## config.mk

```make
export PLATFORM = sky130hd
export DESIGN_NAME = uart_frame_parser
export DESIGN_NICKNAME = d
export VERILOG_FILES = /design/src/rtl/uart_pkg.sv /design/src/rtl/uart_idle_timer.sv /design/src/rtl/uart_frame_parser.sv
export SDC_FILE = /design/constraint.sdc
export NUM_CORES = 1
export LEC_CHECK = 0
export CORE_ASPECT_RATIO = 1.25
export CORE_UTILIZATION = 34
export CTS_CLUSTER_SIZE = 24
export DETAILED_ROUTE_END_ITERATION = 10
export GPL_TIMING_DRIVEN = 0
export PLACE_DENSITY_LB_ADDON = 0.2
export SLEW_MARGIN = 25
export SYNTH_ARGS = -nofsm -noshare
export SYNTH_HDL_FRONTEND = slang
export SYNTH_HIERARCHICAL = 1
export SYNTH_SLANG_ARGS = --single-unit
```

## constraint.sdc

```tcl
create_clock -name clk -period 4.07 [get_ports clk]
set_input_delay 1.221 -clock clk [delete_from_list [all_inputs] [get_ports clk]]
set_output_delay 1.221 -clock clk [all_outputs]
set_load 0.05 [all_outputs]
```

## src/rtl/uart_pkg.sv

```systemverilog
// Shared UART definitions: frame-parser state encoding, frame constants and
// the receiver's baud-rate constants.
package uart_pkg;

  // Frame-parser state encoding (3-bit)
  localparam logic [2:0] S_IDLE = 3'd0;
  localparam logic [2:0] S_ADDR = 3'd1;
  localparam logic [2:0] S_DHI  = 3'd2;
  localparam logic [2:0] S_DLO  = 3'd3;
  localparam logic [2:0] S_CSUM = 3'd4;

  typedef enum logic [2:0] {
    ST_IDLE = S_IDLE,
    ST_ADDR = S_ADDR,
    ST_DHI  = S_DHI,
    ST_DLO  = S_DLO,
    ST_CSUM = S_CSUM
  } state_e;

  // Frame layout: HEADER, ADDR, DHI, DLO, CSUM
  localparam logic [7:0] HEADER_DEFAULT = 8'hAA;
  localparam int         FRAME_LEN      = 5;

  // Receiver baud generation
  localparam int CLK_FREQ_HZ  = 50_000_000;
  localparam int BAUD_RATE    = 115_200;
  localparam int CLKS_PER_BIT = CLK_FREQ_HZ / BAUD_RATE;

endpackage

```

## src/rtl/uart_idle_timer.sv

```systemverilog
// Idle timer: counts enabled cycles since the last clear and flags the cycle
// in which the count sits at its terminal value LIMIT-1. A clear in that same
// cycle suppresses the flag, so activity always beats the timeout.
module uart_idle_timer #(
  parameter int          W     = 24,
  parameter int unsigned LIMIT = 1_000_000
) (
  input  logic clk,
  input  logic rst_n,
  input  logic clr,
  input  logic en,
  output logic expired
);

  localparam logic [W-1:0] TERM = W'(LIMIT - 1);

  logic [W-1:0] cnt;

  assign expired = en && !clr && (cnt == TERM);

  // Counter: cleared on activity or expiry, otherwise advances while enabled
  always_ff @(posedge clk or negedge rst_n) begin
    if (!rst_n) begin
      cnt <= '0;
    end else if (clr || expired) begin
      cnt <= '0;
    end else if (en) begin
      cnt <= cnt + W'(1);
    end
  end

endmodule

```

## src/rtl/uart_frame_parser.sv

```systemverilog
// Assembles 5-byte command frames (HEADER, ADDR, DHI, DLO, CSUM) from the
// UART byte receiver, checks the 8-bit checksum and issues one register-write
// strobe per valid frame. An inter-byte timeout drops truncated frames.
module uart_frame_parser
  import uart_pkg::*;
#(
  parameter logic [7:0]  HEADER         = HEADER_DEFAULT,
  parameter int unsigned TIMEOUT_CYCLES = 24'd1_000_000,
  parameter int          TO_W           = 24
) (
  input  logic        clk,
  input  logic        rst_n,
  input  logic        rx_done,
  input  logic [7:0]  data_byte,
  output logic        reg_wr,
  output logic [7:0]  reg_addr,
  output logic [15:0] reg_wdata,
  output logic        frame_err,
  output logic        timeout_err,
  output logic        busy
);

  // Checksum: 8-bit sum of the payload, carries discarded
  function automatic logic [7:0] csum8(input logic [7:0] a,
                                       input logic [7:0] b,
                                       input logic [7:0] c);
    return a + b + c;
  endfunction

  state_e     state, state_nxt;
  logic       wr_nxt, ferr_nxt, terr_nxt;
  logic [7:0] addr_q, dhi_q, dlo_q;
  logic       to_clr, to_en, to_expired;

  // The counter only runs inside a frame; every accepted byte restarts it
  assign to_clr = rx_done || (state == ST_IDLE);
  assign to_en  = (state != ST_IDLE);

  uart_idle_timer #(
    .W     (TO_W),
    .LIMIT (TIMEOUT_CYCLES)
  ) u_idle_timer (
    .clk     (clk),
    .rst_n   (rst_n),
    .clr     (to_clr),
    .en      (to_en),
    .expired (to_expired)
  );

  // Next-state and pulse decode; a byte in the terminal cycle wins over timeout
  always_comb begin
    state_nxt = state;
    wr_nxt    = 1'b0;
    ferr_nxt  = 1'b0;
    terr_nxt  = 1'b0;
    if (rx_done) begin
      case (state)
        ST_IDLE: if (data_byte == HEADER) state_nxt = ST_ADDR;
        ST_ADDR: state_nxt = ST_DHI;
        ST_DHI:  state_nxt = ST_DLO;
        ST_DLO:  state_nxt = ST_CSUM;
        ST_CSUM: begin
          state_nxt = ST_IDLE;
          if (data_byte == csum8(addr_q, dhi_q, dlo_q)) wr_nxt = 1'b1;
          else                                          ferr_nxt = 1'b1;
        end
        default: state_nxt = ST_IDLE;
      endcase
    end else if (to_expired) begin
      state_nxt = ST_IDLE;
      terr_nxt  = 1'b1;
    end
  end

  // State and registered outputs
  always_ff @(posedge clk or negedge rst_n) begin
    if (!rst_n) begin
      state       <= ST_IDLE;
      reg_wr      <= 1'b0;
      frame_err   <= 1'b0;
      timeout_err <= 1'b0;
      busy        <= 1'b0;
      reg_addr    <= 8'h00;
      reg_wdata   <= 16'h0000;
    end else begin
      state       <= state_nxt;
      reg_wr      <= wr_nxt;
      frame_err   <= ferr_nxt;
      timeout_err <= terr_nxt;
      busy        <= (state_nxt != ST_IDLE);
      if (wr_nxt) begin
        reg_addr  <= addr_q;
        reg_wdata <= {dhi_q, dlo_q};
      end
    end
  end

  // Payload latches; a timed-out partial frame is wiped
  always_ff @(posedge clk) begin
    if (rx_done) begin
      case (state)
        ST_ADDR: addr_q <= data_byte;
        ST_DHI:  dhi_q  <= data_byte;
        ST_DLO:  dlo_q  <= data_byte;
        default: ;
      endcase
    end else if (to_expired) begin
      addr_q <= 8'h00;
      dhi_q  <= 8'h00;
      dlo_q  <= 8'h00;
    end
  end

endmodule

```

==> metrics.md, run 1 <==
| Metric | Value |
|---|---|
| Status | finished clean |
| Most common cell after layout, fill and taps aside | dfrtp_1 |
| H-tree depth | 3 |
| Post-Route Skew | between 0.009 and 0.01 ns |
| Post-synthesis cell type count | between 40 and 50 |
| CP arrival | 3.90 ns |
| PortBufs | 38 |
| Via count | roughly 2500 |
| Max Freq | 0.2719 GHz |
| Gpl congestion | 0.8020 |
| CP Class | reg2reg |
| Largest net degree at the start of global routing | 37 |
| Leakage power | 0.001875 uW |
| Yosys reg bits | ~80 |
| Yosys top cell by area | dfrtp_1 |
| WL per Instance | roughly 16 microns |
| Boundary pin count | 39 |
| Ratio of cells with drive above 1 in the final layout | 0.1536 |
| Placed Area | about 4400 sq um |
| Post-DP HPWL | 5573 microns |
| Syn nets | approximately 330 |
| Sequential Area | roughly 2100 sq um |
| Vias in the first global route | between 2000 and 3000 |
| Hold Path Class | reg2reg |
| Peak VDD IR | between 150 and 200 uV |
| DIE HEIGHT | roughly 120 microns |
| Top cell type's share of synthesized area | 0.3651 |
| Skew-Pair Late Insertion Delay | between 0.3 and 0.4 ns |
| Initial Utilization | 0.3534 |
| Final hold violations | 0 |
| Syn Area/Cell | between 10 and 15 sq um |
| Post-Synthesis Cells | ~300 |
| Hold bufs inserted after CTS | 0 |
| Rel. slew slack | 0.5198 |
| Pwr dens | 484.8 nW/um^2 |
| Slowest CP cell | nor4_4 |
| Row cnt | 42 |
| Required time of the critical path | about 4.3 ns |
| Final WL | around 7700 microns |
| CTS buffer count | 9 |
| Setup TNS | 0 ns |
| Core Area | approximately 11000 sq um |
| Min Tclk post-route | between 3 and 4 ns |
| Clock buffer depth | 2 |
| CTS tree | done |
| Hold slack final | 0.4771 ns |
| Gr usage total | 0.1495 |
| Initial antenna violation count | 0 |
| CTS Sinks | between 70 and 80 |
| Top cells by area, synth | dfrtp_1, edfxtp_1, mux2_2, xnor2_1, fa_1 |
| Top cell family by delay on the critical path | adder cells |
| Max-cap violation count | 0 |
| Max Slew Vio Count | 0 |
| Setup crit start kind | flop |
| Crit path buf inv count | 1 |
| Final ANT Viol Nets | 0 |
| Layout fillers | approximately 1000 |
| Most frequent cells in the layout | dfrtp_1, clkdlybuf4s50_1, edfxtp_1 |
| Nets | 379 |
| Critical path capture point type | flop |
| First-pass GRT wire length | ~13000 microns |
| Endpoints failing setup | 0 |
| Number of flops mapped to enable cells by yosys | 24 |
| Main synth FF type | dfrtp_1 |
| Cell Chain, Critical Path | fa_1 > ha_1 > fa_1 > a21o_1 > a21oi_1 > o21ai_0 > xnor2_1 > nor4_4 > buf_6 > mux2_2 |
| Post-CTS setup buffer count | 0 |
| Die width | a little under 100 microns |
| DRT Pass-1 Iters | 4 |
| Number of remaining DRC errors | 0 |
| Seq/Total Area, Yosys | 0.5563 |
| Via-to-Cell Ratio | 5.078 |
| # resized after CTS | 0 |
| CTS clk-pin slew, worst paths | 0.06 ns |
| Max incr delay on CP | 0.60 ns |
| Slew at the pin with the worst max-slew slack | 0.7126 ns |
| Async S/R FF share, synth | 0.6962 |
| CTS root buf | clkbuf_16 |
| RSZ-0062 raised after global routing | false |
| Synth warn | 6 |
| Die area | about 12000 sq um |
| Area growth syn-to-layout | 23.33% |
| CP most frequent cell | fa_1 |
| N_diodes | 0 |
| Global route total overflow | 0 |
| Crit share post-route | 0.9036 |
| Initial DRC Count | 90 |
| Syn Std Cell Area | ~3800 sq um |
| Fin area | between 4000 and 5000 sq um |
| CP Max Fanout | 10 |
| Multi-input gate area | around 1600 sq um |
synth_stat cells, types with 4 or more instances:
| cell | number |
|---|---|
| mux2_2 | 23 |
| ha_1 | 7 |
| o31ai_1 | 7 |
| nand4_1 | 8 |
| a21oi_1 | 13 |
| nand3_1 | 8 |
| nand2_1 | 18 |
| inv_1 | 7 |
| nor2_1 | 23 |
| o21ai_0 | 6 |
| nor4_1 | 6 |
| edfxtp_1 | 24 |
| fa_1 | 8 |
| xnor2_1 | 19 |
| nor3_1 | 4 |
| xor2_1 | 11 |
| dfrtp_1 | 55 |
| and2_1 | 8 |
| or3_1 | 6 |
| clkbuf_1 | 7 |
layer usage:
metal / GRT usage / vias to the layer above / part of all wire
li1: - / 1193 / -
met1: 0.1765 / 1234 / 0.44
met2: 0.2531 / 46 / 0.50
met3: 0.03866 / 15 / 0.038
met4: 0.06157 / 0 / 0.022
met5: 0 / - / 0
through the flow:
stage / setup WS [ns] / power [uW] / std cells / util
after floorplan: 0.8281 / 1335 / 301 / -
after global placement: -0.08041 / 1476 / 471 / 0.4045
after detailed placement: 0.2594 / 1492 / 474 / 0.4088
after CTS: 0.3495 / 2288 / 490 / 0.4358
after global routing: 0.1538 / 2390 / 490 / 0.4358
final: 0.3924 / 2254 / 490 / 0.4358
cell families after synthesis:
kind of cell,after synthesis,share of synthesized area
multiplexers,25,0.07434
AO/OA/AOI/OAI,35,0.06007
buffers and inverters,18,0.02423
adder cells (fa/ha/maj),15,0.06571
XOR/XNOR,30,0.06970
AND/OR/NAND/NOR,99,0.1497
flip-flops,79,0.5563
flip-flops by register name, indices dropped and copies added (netlist names):
signal            count
reg_addr              8
frame_err             1
dhi_q                 8
dlo_q                 8
u_idle_timer/cnt     24
reg_wr                1
addr_q                8
reg_wdata            16
timeout_err           1
state                 3
busy                  1
worst paths after layout:
check	cells after the start	start	endpoint	slack, ns
max in group asynchronous	2	rst_n	u_idle_timer/cnt[17]	2.83
worst min register to register	1	u_idle_timer/cnt[19]	u_idle_timer/cnt[19]	0.48
worst max-delay path	10	addr_q[1]	reg_wdata[15]	0.39
worst max register to register	10	addr_q[1]	reg_wdata[15]	0.39
min in group asynchronous	1	rst_n	reg_wdata[10]	0.76
worst min-delay path	1	u_idle_timer/cnt[19]	u_idle_timer/cnt[19]	0.48
area by class of cell:
cell class / instances / area share
Clock inverter: 7 / 0.01372
Multi-Input combinational cell: 204 / 0.3428
Sequential cell: 79 / 0.4510
Tap cell: 132 / 0.03552
Clock buffer: 9 / 0.04844
Timing Repair Buffer: 41 / 0.08881
Buffer: 11 / 0.01399
Inverter: 7 / 0.005651
power by group:
group	internal [uW]	switching (uW)
logic	220	321
clock network	470	308
registers	887	48.5
total	1580	677
(Power assumes the default switching activity.)
==> run 2: changes to the inputs <==
- clock period: 4.07 -> 4.4 ns (I/O delays scaled with it)
==> results of run 2 <==
The final DEF is identical to that of run 1. Status: finished clean.
Among the figures that moved: setup slack after placement 0.2594 ns -> 0.4904 ns; setup slack after layout 0.3924 ns -> 0.7224 ns; register-to-register setup slack 0.39 ns -> 0.72 ns; total power 2254 uW -> 2085 uW; worst IR drop on VDD 189.3 uV -> 175.1 uV
